### config.mk
export PLATFORM = sky130hd
export DESIGN_NAME = axis_rr_input_arbiter_flat
export DESIGN_NICKNAME = d
export VERILOG_FILES = /design/src/rtl/axis_rr_input_arbiter_if.sv /design/src/rtl/axis_rr_input_arbiter.sv /design/src/flat_wrapper.sv
export SDC_FILE = /design/constraint.sdc
export NUM_CORES = 1
export LEC_CHECK = 0
export CAP_MARGIN = 20
export CORE_AREA = 4 4 490 492
export DETAILED_ROUTE_END_ITERATION = 6
export DIE_AREA = 0 0 494 496
export PLACE_DENSITY_LB_ADDON = 0.1
export SETUP_SLACK_MARGIN = 0.1
export SYNTH_ARGS = -nofsm -noshare
export SYNTH_HDL_FRONTEND = slang
export SYNTH_SLANG_ARGS = --single-unit
export TNS_END_PERCENT = 1
### constraint.sdc
create_clock -name axis_aclk -period 3.5 [get_ports axis_aclk]
set_clock_uncertainty 0.2 [all_clocks]
set_input_delay 0.35 -clock axis_aclk [delete_from_list [all_inputs] [get_ports axis_aclk]]
set_output_delay 0.35 -clock axis_aclk [all_outputs]
set_load 0.005 [all_outputs]
### src/rtl/axis_rr_input_arbiter_if.sv
// AXI-Stream bundle shared by the two ingress sources and the merged egress
// of the round-robin input arbiter. The master drives payload and valid,
// the slave drives ready.
interface axis_rr_input_arbiter_if #(
   parameter int unsigned C_AXIS_DATA_WIDTH  = 256,
   parameter int unsigned C_AXIS_TUSER_WIDTH = 128
) ();

   logic [C_AXIS_DATA_WIDTH-1:0]   tdata;
   logic [C_AXIS_DATA_WIDTH/8-1:0] tkeep;
   logic [C_AXIS_TUSER_WIDTH-1:0]  tuser;
   logic                           tvalid;
   logic                           tlast;
   logic                           tready;

   modport master (
      output tdata,
      output tkeep,
      output tuser,
      output tvalid,
      output tlast,
      input  tready
   );

   modport slave (
      input  tdata,
      input  tkeep,
      input  tuser,
      input  tvalid,
      input  tlast,
      output tready
   );

endinterface

### src/rtl/axis_rr_input_arbiter.sv
// Two-source, packet-granular round-robin arbiter for the P4 wrapper ingress.
// Source 0 is the SUME network path, source 1 the host injection path. The
// owner's beats pass through untouched; a packet is never interleaved with the
// other source. A beat watchdog forces release of a source that streams
// C_MAX_PKT_BEATS beats without tlast.
//
// Optional build macro ARB_STATS_EN adds saturating packet and watchdog-trip
// counters (pkt_cnt0, pkt_cnt1, wdog_cnt) for the AXI-lite register block.
module axis_rr_input_arbiter #(
   parameter int unsigned C_AXIS_DATA_WIDTH  = 256,
   parameter int unsigned C_AXIS_TUSER_WIDTH = 128,
   parameter int unsigned C_MAX_PKT_BEATS    = 64
) (
   input  logic                            axis_aclk,
   input  logic                            axis_resetn,
   axis_rr_input_arbiter_if.slave          s0_axis,
   axis_rr_input_arbiter_if.slave          s1_axis,
   axis_rr_input_arbiter_if.master         m_axis,
   output logic [1:0]                      grant,
   output logic                            wdog_trip
`ifdef ARB_STATS_EN
   ,
   output logic [31:0]                     pkt_cnt0,
   output logic [31:0]                     pkt_cnt1,
   output logic [15:0]                     wdog_cnt
`endif
);

   localparam int unsigned CntWidth = $clog2(C_MAX_PKT_BEATS) + 1;
   localparam logic [CntWidth-1:0] LastBeat = CntWidth'(C_MAX_PKT_BEATS - 1);

   // State encoding doubles as the one-hot grant vector.
   typedef enum logic [1:0] {
      StIdle = 2'b00,
      StG0   = 2'b01,
      StG1   = 2'b10
   } state_e;

   state_e                       state_q, state_d;
   logic                         last_served_q, last_served_d;
   logic [CntWidth-1:0]          beat_cnt_q, beat_cnt_d;
   logic                         wdog_trip_q, wdog_trip_d;

   logic [C_AXIS_DATA_WIDTH-1:0]   m_tdata;
   logic [C_AXIS_DATA_WIDTH/8-1:0] m_tkeep;
   logic [C_AXIS_TUSER_WIDTH-1:0]  m_tuser;
   logic                           m_tvalid;
   logic                           m_tlast;
   logic                           s0_tready;
   logic                           s1_tready;
   logic                           other_valid;
   logic                           own_src;
   logic                           beat_acc;

   // Egress mux and ready steering, selected purely by the registered owner so
   // m_axis.tready never reaches m_axis.tvalid.
   always_comb begin
      m_tdata     = '0;
      m_tkeep     = '0;
      m_tuser     = '0;
      m_tvalid    = 1'b0;
      m_tlast     = 1'b0;
      s0_tready   = 1'b0;
      s1_tready   = 1'b0;
      other_valid = 1'b0;
      own_src     = 1'b0;
      unique case (state_q)
         StG0: begin
            m_tdata     = s0_axis.tdata;
            m_tkeep     = s0_axis.tkeep;
            m_tuser     = s0_axis.tuser;
            m_tvalid    = s0_axis.tvalid;
            m_tlast     = s0_axis.tlast;
            s0_tready   = m_axis.tready;
            other_valid = s1_axis.tvalid;
            own_src     = 1'b0;
         end
         StG1: begin
            m_tdata     = s1_axis.tdata;
            m_tkeep     = s1_axis.tkeep;
            m_tuser     = s1_axis.tuser;
            m_tvalid    = s1_axis.tvalid;
            m_tlast     = s1_axis.tlast;
            s1_tready   = m_axis.tready;
            other_valid = s0_axis.tvalid;
            own_src     = 1'b1;
         end
         default: ;
      endcase
   end

   assign beat_acc = m_tvalid & m_axis.tready;

   assign m_axis.tdata   = m_tdata;
   assign m_axis.tkeep   = m_tkeep;
   assign m_axis.tuser   = m_tuser;
   assign m_axis.tvalid  = m_tvalid;
   assign m_axis.tlast   = m_tlast;
   assign s0_axis.tready = s0_tready;
   assign s1_axis.tready = s1_tready;
   assign grant          = state_q;
   assign wdog_trip      = wdog_trip_q;

   // Arbitration, packet tracking and watchdog next-state logic.
   always_comb begin
      state_d       = state_q;
      last_served_d = last_served_q;
      beat_cnt_d    = beat_cnt_q;
      wdog_trip_d   = 1'b0;
      unique case (state_q)
         StIdle: begin
            // Tie goes to the source that was not served last.
            if (s0_axis.tvalid && s1_axis.tvalid) begin
               state_d = last_served_q ? StG0 : StG1;
            end else if (s0_axis.tvalid) begin
               state_d = StG0;
            end else if (s1_axis.tvalid) begin
               state_d = StG1;
            end
         end
         StG0, StG1: begin
            if (beat_acc) begin
               if (m_tlast) begin
                  last_served_d = own_src;
                  beat_cnt_d    = '0;
                  if (other_valid) begin
                     state_d = own_src ? StG0 : StG1;
                  end else if (m_tvalid) begin
                     state_d = state_q;
                  end else begin
                     state_d = StIdle;
                  end
               end else if (beat_cnt_q == LastBeat) begin
                  wdog_trip_d   = 1'b1;
                  last_served_d = own_src;
                  beat_cnt_d    = '0;
                  state_d       = StIdle;
               end else begin
                  beat_cnt_d = beat_cnt_q + 1'b1;
               end
            end else if (!m_tvalid && (beat_cnt_q == '0)) begin
               // Owner kept the grant after its tlast but has nothing new:
               // release at the packet boundary, handing over if the other
               // side is now waiting.
               state_d = other_valid ? (own_src ? StG0 : StG1) : StIdle;
            end
         end
         default: state_d = StIdle;
      endcase
      if (state_d != state_q) begin
         beat_cnt_d = '0;
      end
   end

   // Arbiter state registers.
   always_ff @(posedge axis_aclk or negedge axis_resetn) begin
      if (!axis_resetn) begin
         state_q       <= StIdle;
         last_served_q <= 1'b1;
         beat_cnt_q    <= '0;
         wdog_trip_q   <= 1'b0;
      end else begin
         state_q       <= state_d;
         last_served_q <= last_served_d;
         beat_cnt_q    <= beat_cnt_d;
         wdog_trip_q   <= wdog_trip_d;
      end
   end

`ifdef ARB_STATS_EN
   logic [31:0] pkt_cnt0_q;
   logic [31:0] pkt_cnt1_q;
   logic [15:0] wdog_cnt_q;
   logic        eop0;
   logic        eop1;

   assign eop0 = beat_acc & m_tlast & (state_q == StG0);
   assign eop1 = beat_acc & m_tlast & (state_q == StG1);

   // Saturating statistics counters.
   always_ff @(posedge axis_aclk or negedge axis_resetn) begin
      if (!axis_resetn) begin
         pkt_cnt0_q <= '0;
         pkt_cnt1_q <= '0;
         wdog_cnt_q <= '0;
      end else begin
         if (eop0 && (pkt_cnt0_q != '1)) pkt_cnt0_q <= pkt_cnt0_q + 1'b1;
         if (eop1 && (pkt_cnt1_q != '1)) pkt_cnt1_q <= pkt_cnt1_q + 1'b1;
         if (wdog_trip_d && (wdog_cnt_q != '1)) wdog_cnt_q <= wdog_cnt_q + 1'b1;
      end
   end

   assign pkt_cnt0 = pkt_cnt0_q;
   assign pkt_cnt1 = pkt_cnt1_q;
   assign wdog_cnt = wdog_cnt_q;
`endif

   // Grant is idle or exactly one owner, and only the owner sees ready.
   assert property (@(posedge axis_aclk) disable iff (!axis_resetn) $onehot0(grant));
   assert property (@(posedge axis_aclk) disable iff (!axis_resetn)
                    !(s0_axis.tready && s1_axis.tready));

endmodule

### src/flat_wrapper.sv
// flat-port wrapper written by rule: the top's interface ports become plain ports
module axis_rr_input_arbiter_flat 
#(
   parameter int unsigned C_AXIS_DATA_WIDTH  = 256,
   parameter int unsigned C_AXIS_TUSER_WIDTH = 128,
   parameter int unsigned C_MAX_PKT_BEATS    = 64
)
  (axis_aclk, axis_resetn, grant, wdog_trip, s0_axis_tdata, s0_axis_tkeep, s0_axis_tuser, s0_axis_tvalid, s0_axis_tlast, s0_axis_tready, s1_axis_tdata, s1_axis_tkeep, s1_axis_tuser, s1_axis_tvalid, s1_axis_tlast, s1_axis_tready, m_axis_tdata, m_axis_tkeep, m_axis_tuser, m_axis_tvalid, m_axis_tlast, m_axis_tready);
  axis_rr_input_arbiter_if #(.C_AXIS_DATA_WIDTH(C_AXIS_DATA_WIDTH), .C_AXIS_TUSER_WIDTH(C_AXIS_TUSER_WIDTH)) s0_axis_i ();
  axis_rr_input_arbiter_if #(.C_AXIS_DATA_WIDTH(C_AXIS_DATA_WIDTH), .C_AXIS_TUSER_WIDTH(C_AXIS_TUSER_WIDTH)) s1_axis_i ();
  axis_rr_input_arbiter_if #(.C_AXIS_DATA_WIDTH(C_AXIS_DATA_WIDTH), .C_AXIS_TUSER_WIDTH(C_AXIS_TUSER_WIDTH)) m_axis_i ();
  input  logic axis_aclk;
  input  logic axis_resetn;
  output logic [1:0] grant;
  output logic wdog_trip;
  input wire logic [$bits(s0_axis_i.tdata)-1:0] s0_axis_tdata;
  input wire logic [$bits(s0_axis_i.tkeep)-1:0] s0_axis_tkeep;
  input wire logic [$bits(s0_axis_i.tuser)-1:0] s0_axis_tuser;
  input wire logic [$bits(s0_axis_i.tvalid)-1:0] s0_axis_tvalid;
  input wire logic [$bits(s0_axis_i.tlast)-1:0] s0_axis_tlast;
  output wire logic [$bits(s0_axis_i.tready)-1:0] s0_axis_tready;
  input wire logic [$bits(s1_axis_i.tdata)-1:0] s1_axis_tdata;
  input wire logic [$bits(s1_axis_i.tkeep)-1:0] s1_axis_tkeep;
  input wire logic [$bits(s1_axis_i.tuser)-1:0] s1_axis_tuser;
  input wire logic [$bits(s1_axis_i.tvalid)-1:0] s1_axis_tvalid;
  input wire logic [$bits(s1_axis_i.tlast)-1:0] s1_axis_tlast;
  output wire logic [$bits(s1_axis_i.tready)-1:0] s1_axis_tready;
  output wire logic [$bits(m_axis_i.tdata)-1:0] m_axis_tdata;
  output wire logic [$bits(m_axis_i.tkeep)-1:0] m_axis_tkeep;
  output wire logic [$bits(m_axis_i.tuser)-1:0] m_axis_tuser;
  output wire logic [$bits(m_axis_i.tvalid)-1:0] m_axis_tvalid;
  output wire logic [$bits(m_axis_i.tlast)-1:0] m_axis_tlast;
  input wire logic [$bits(m_axis_i.tready)-1:0] m_axis_tready;
  assign s0_axis_i.tdata = s0_axis_tdata;
  assign s0_axis_i.tkeep = s0_axis_tkeep;
  assign s0_axis_i.tuser = s0_axis_tuser;
  assign s0_axis_i.tvalid = s0_axis_tvalid;
  assign s0_axis_i.tlast = s0_axis_tlast;
  assign s0_axis_tready = s0_axis_i.tready;
  assign s1_axis_i.tdata = s1_axis_tdata;
  assign s1_axis_i.tkeep = s1_axis_tkeep;
  assign s1_axis_i.tuser = s1_axis_tuser;
  assign s1_axis_i.tvalid = s1_axis_tvalid;
  assign s1_axis_i.tlast = s1_axis_tlast;
  assign s1_axis_tready = s1_axis_i.tready;
  assign m_axis_tdata = m_axis_i.tdata;
  assign m_axis_tkeep = m_axis_i.tkeep;
  assign m_axis_tuser = m_axis_i.tuser;
  assign m_axis_tvalid = m_axis_i.tvalid;
  assign m_axis_tlast = m_axis_i.tlast;
  assign m_axis_i.tready = m_axis_tready;
  axis_rr_input_arbiter #(.C_AXIS_DATA_WIDTH(C_AXIS_DATA_WIDTH), .C_AXIS_TUSER_WIDTH(C_AXIS_TUSER_WIDTH), .C_MAX_PKT_BEATS(C_MAX_PKT_BEATS)) u_core (.axis_aclk(axis_aclk), .axis_resetn(axis_resetn), .s0_axis(s0_axis_i), .s1_axis(s1_axis_i), .m_axis(m_axis_i), .grant(grant), .wdog_trip(wdog_trip));
endmodule
==> flow_summary.ini <==
[synthesis]
yosysTopAreaCell = a22oi_1
warnings_from_yosys = 0
ys_dominant_reg_cell = dfrtp_1
yosysMostFrequentCell = a22oi_1
postSynthAreaPerCell_um2 = 6.692
synth.cell_area_um2 = 7328
yosys-mux-area-fraction = 0.002903
synth-edff-count = 0
post_synth_xor_area_fraction = 0.002390
post_synth_fa_ha_maj_area_fraction = 0.01195
synth-simple-area-share = 0.4012
synth_largest_type_area_fraction = 0.4272
synth_cell_type_count = 51
register_bit_total_from_synthesis = 11
synth_top_family_by_area = compound AO/OA/AOI/OAI gates
netlist_top_cells_count = a22oi_1 (417), nor2b_1 (416), clkbuf_1 (133), nor2_1 (13), dfrtp_1 (10)
synth_compound_gate_area_share = 0.4639
netlist_instances = 1095
netlist_top_cells_area = a22oi_1 (43%), nor2b_1 (36%), clkbuf_1 (6.8%)
seq_area_frac_synth = 0.03773
synthesis.nets = 1941
synth_async_sr_flop_share = 1.000

[power_and_ir_drop]
power.ir.vdd_worst_mv = 0.4676
power_per_cell_area_nw_per_um2 = 524.6
p_leak_nw = 7.126

[floorplanning]
die_h_um = 496
ioPinCount = 1262
core_area_um2 = 235200
initial_core_util = 0.03116
fp-row-count = 178
fp.dieArea_um2 = 245000
floorplan.die.width_um = 494

[global_routing]
grt_pass1_vias = 15600
global_route.usage.met3 = 0.07130
grt_antenna_before_repair = 216
grtUsageMet2 = 0.2349
grt_pass1_wl_um = 202400
fraction_of_met1_tracks_used_by_global_routing = 0.1371
globalRoute.totalOverflow = 0
groute.usage.overall = 0.1295
grt-busiest-layer = met2
pin_count_of_the_biggest_net_entering_global_routing = 111

[routing]
post_drt_via_cell_ratio = 2.747
drtPass1Iterations = 7
route.vias.total = 15090
detail_route.wl_per_cell_um = 30.84
antenna_left = 0
detail_route.drc_violations = 0
drt_iter0_drc = 918
drt-total-wl_um = 169400

[timing]
timing_worst_slew_pin_value_ns = 0.6684
report.final.hold_viol_count = 0
drv_slew = 0
final_period_minus_worst_setup_slack_ns = 3.260
setup_viol = 0
timing.max_slew.rel_slack = 0.5530
maxClockFrequency_mhz = 306.7
setup_tns_ns = 0
rsz0062_at_grt = no
final.period_utilization = 0.9315

[clock_network]
cts-hold-fix-buffers = 0
cts_made_buffers = 3
worst_skew_pair.late_latency_ns = 0.24
tritoncts = built
tritoncts_num_sinks = 11
clock_transition_at_the_register_clock_pins_on_the_worst_setup_and_hold_paths_after_cts_ns = 0.05
htree_num_levels = 1
cts_root_buffer = clkbuf_16
clk_path_buf_depth = 2

[critical_path]
worstRegToRegCells = 10
worst_r2r_startpoint = u_core.grant[0]
crit_arrival_ns = 2.71
critical-path-slowest-cell = clkdlybuf4s50_1
cp-start-kind = flip-flop
critical_path_peak_fanout = 73
cp_top_family = buffers and inverters
worst_reg2reg_endpoint = u_core.beat_cnt_q[1]
critical_path_buf_inv_count = 4
critPathRequiredTime_ns = 2.95
r2r_slack_ns = 0.55
critical_path.endpoint_type = output port
path_cells = inv_1, ha_4, buf_16, a22oi_1, nor2b_1, buf_4, clkdlybuf4s50_1
crit_path_max_incr_delay_ns = 0.52
critical_path_class = flip-flop to output port

[layout]
finished_layout_cell_area_um2 = 24730
finalCoreUtilization = 0.1051
areaGrowthSynthToFinish_pct = 237.4
layout.cells.non_filler = 5493
fraction_of_final_layout_cells_with_drive_strength_greater_than_1 = 0.06012
finish.net_count = 3159

[run]
drv_cap = 0

[placement]
dp_hpwl_um = 154200
placed_cell_area_um2 = 24540
placed_cells = 5456
port-buffer-count = 1261
routabilityCongestion = 0.7977

[hold_path]
hold_class = input port to asynchronous set/reset pin

[run_status]
status = completed
-- flip-flops by register name, indices dropped and copies added (netlist names) --
name	flops
u_core.grant	2
u_core.wdog_trip	1
u_core.beat_cnt_q	7
u_core.last_served_q	1
-- repair_timing --
| action | CTS | global route |
|---|---|---|
| endpoints found under the setup margin | 1 | 1 |
| pin swaps | 1 | 0 |
| resized for setup | 1 | 1 |
| buffers inserted | 2 | 0 |
-- stage by stage --
stage          hold WS, ns  power, mW  worst slack (ns)
6_report            0.3201      12.97            0.2399
5_1_grt             0.3680      13.97            0.1102
4_1_cts             0.3304      13.48            0.1251
3_5_place_dp        0.3326      13.16            0.2887
3_3_place_gp        0.3480      13.31            0.3160
2_1_floorplan      -0.1456      5.137            0.9113
-- power by group --
group	internal (mW)	total [mW]	switching (mW)	leakage (nW)
registers	0.146	0.158	0.0118	0.148
clock network	0.154	0.219	0.0651	0.0383
logic	6.52	12.6	6.08	6.94
-- final cells by class --
type,count,area (um2)
clock buffers,4,78.83
diodes,31,77.57
fillers,27530,210500
inverters,6,22.52
flip-flops and latches,11,276.5
well taps,3150,3941
repair buffers,1357,13830
multi-input cells,934,6504
-- cells by family after synthesis --
| logic type | Yosys count |
|---|---|
| XOR/XNOR | 2 |
| multiplexers | 2 |
| AND/OR/NAND/NOR | 472 |
| flip-flops | 11 |
| adder cells (fa/ha/maj) | 7 |
| buffers and inverters | 150 |
| AO/OA/AOI/OAI | 451 |
-- layout by cell type, fill, tap and decap left out, drive strengths merged, types with 2 or more instances in the layout --
| cell | instances |
|---|---|
| xor2 | 2 |
| buf | 113 |
| and3 | 2 |
| a31oi | 3 |
| a21o | 2 |
| o21ai | 8 |
| nor3 | 6 |
| nand2 | 9 |
| a32oi | 2 |
| nor2b | 416 |
| nand4 | 3 |
| or2 | 2 |
| or4b | 3 |
| nor2 | 15 |
| o211a | 2 |
| clkbuf | 4 |
| o21a | 2 |
| clkdlybuf4s50 | 1244 |
| diode | 31 |
| and2 | 3 |
| a22o | 2 |
| ha | 7 |
| nor3b | 3 |
| nand3 | 5 |
| a21oi | 6 |
| a22oi | 417 |
| inv | 6 |
| dfrtp | 10 |
-- worst max-delay path by stage --
| stage | endpoint | cells after the start | from |
|---|---|---|---|
| floorplan | m_axis_tdata[0] | 8 | u_core.grant[0] |
| global placement | m_axis_tdata[137] | 7 | u_core.grant[0] |
| detailed placement | m_axis_tdata[137] | 7 | u_core.grant[0] |
| CTS | m_axis_tdata[137] | 7 | u_core.grant[1] |
| global route | m_axis_tuser[54] | 8 | u_core.grant[1] |
| finish | m_axis_tdata[137] | 7 | u_core.grant[1] |
-- layer usage --
layer | part of all wire | wire, um
met1 | 0.36 | 61740
met2 | 0.50 | 84290
met3 | 0.12 | 20670
met4 | 0.0099 | 1683
met5 | 0.0060 | 1009
(Power assumes the default switching activity.)
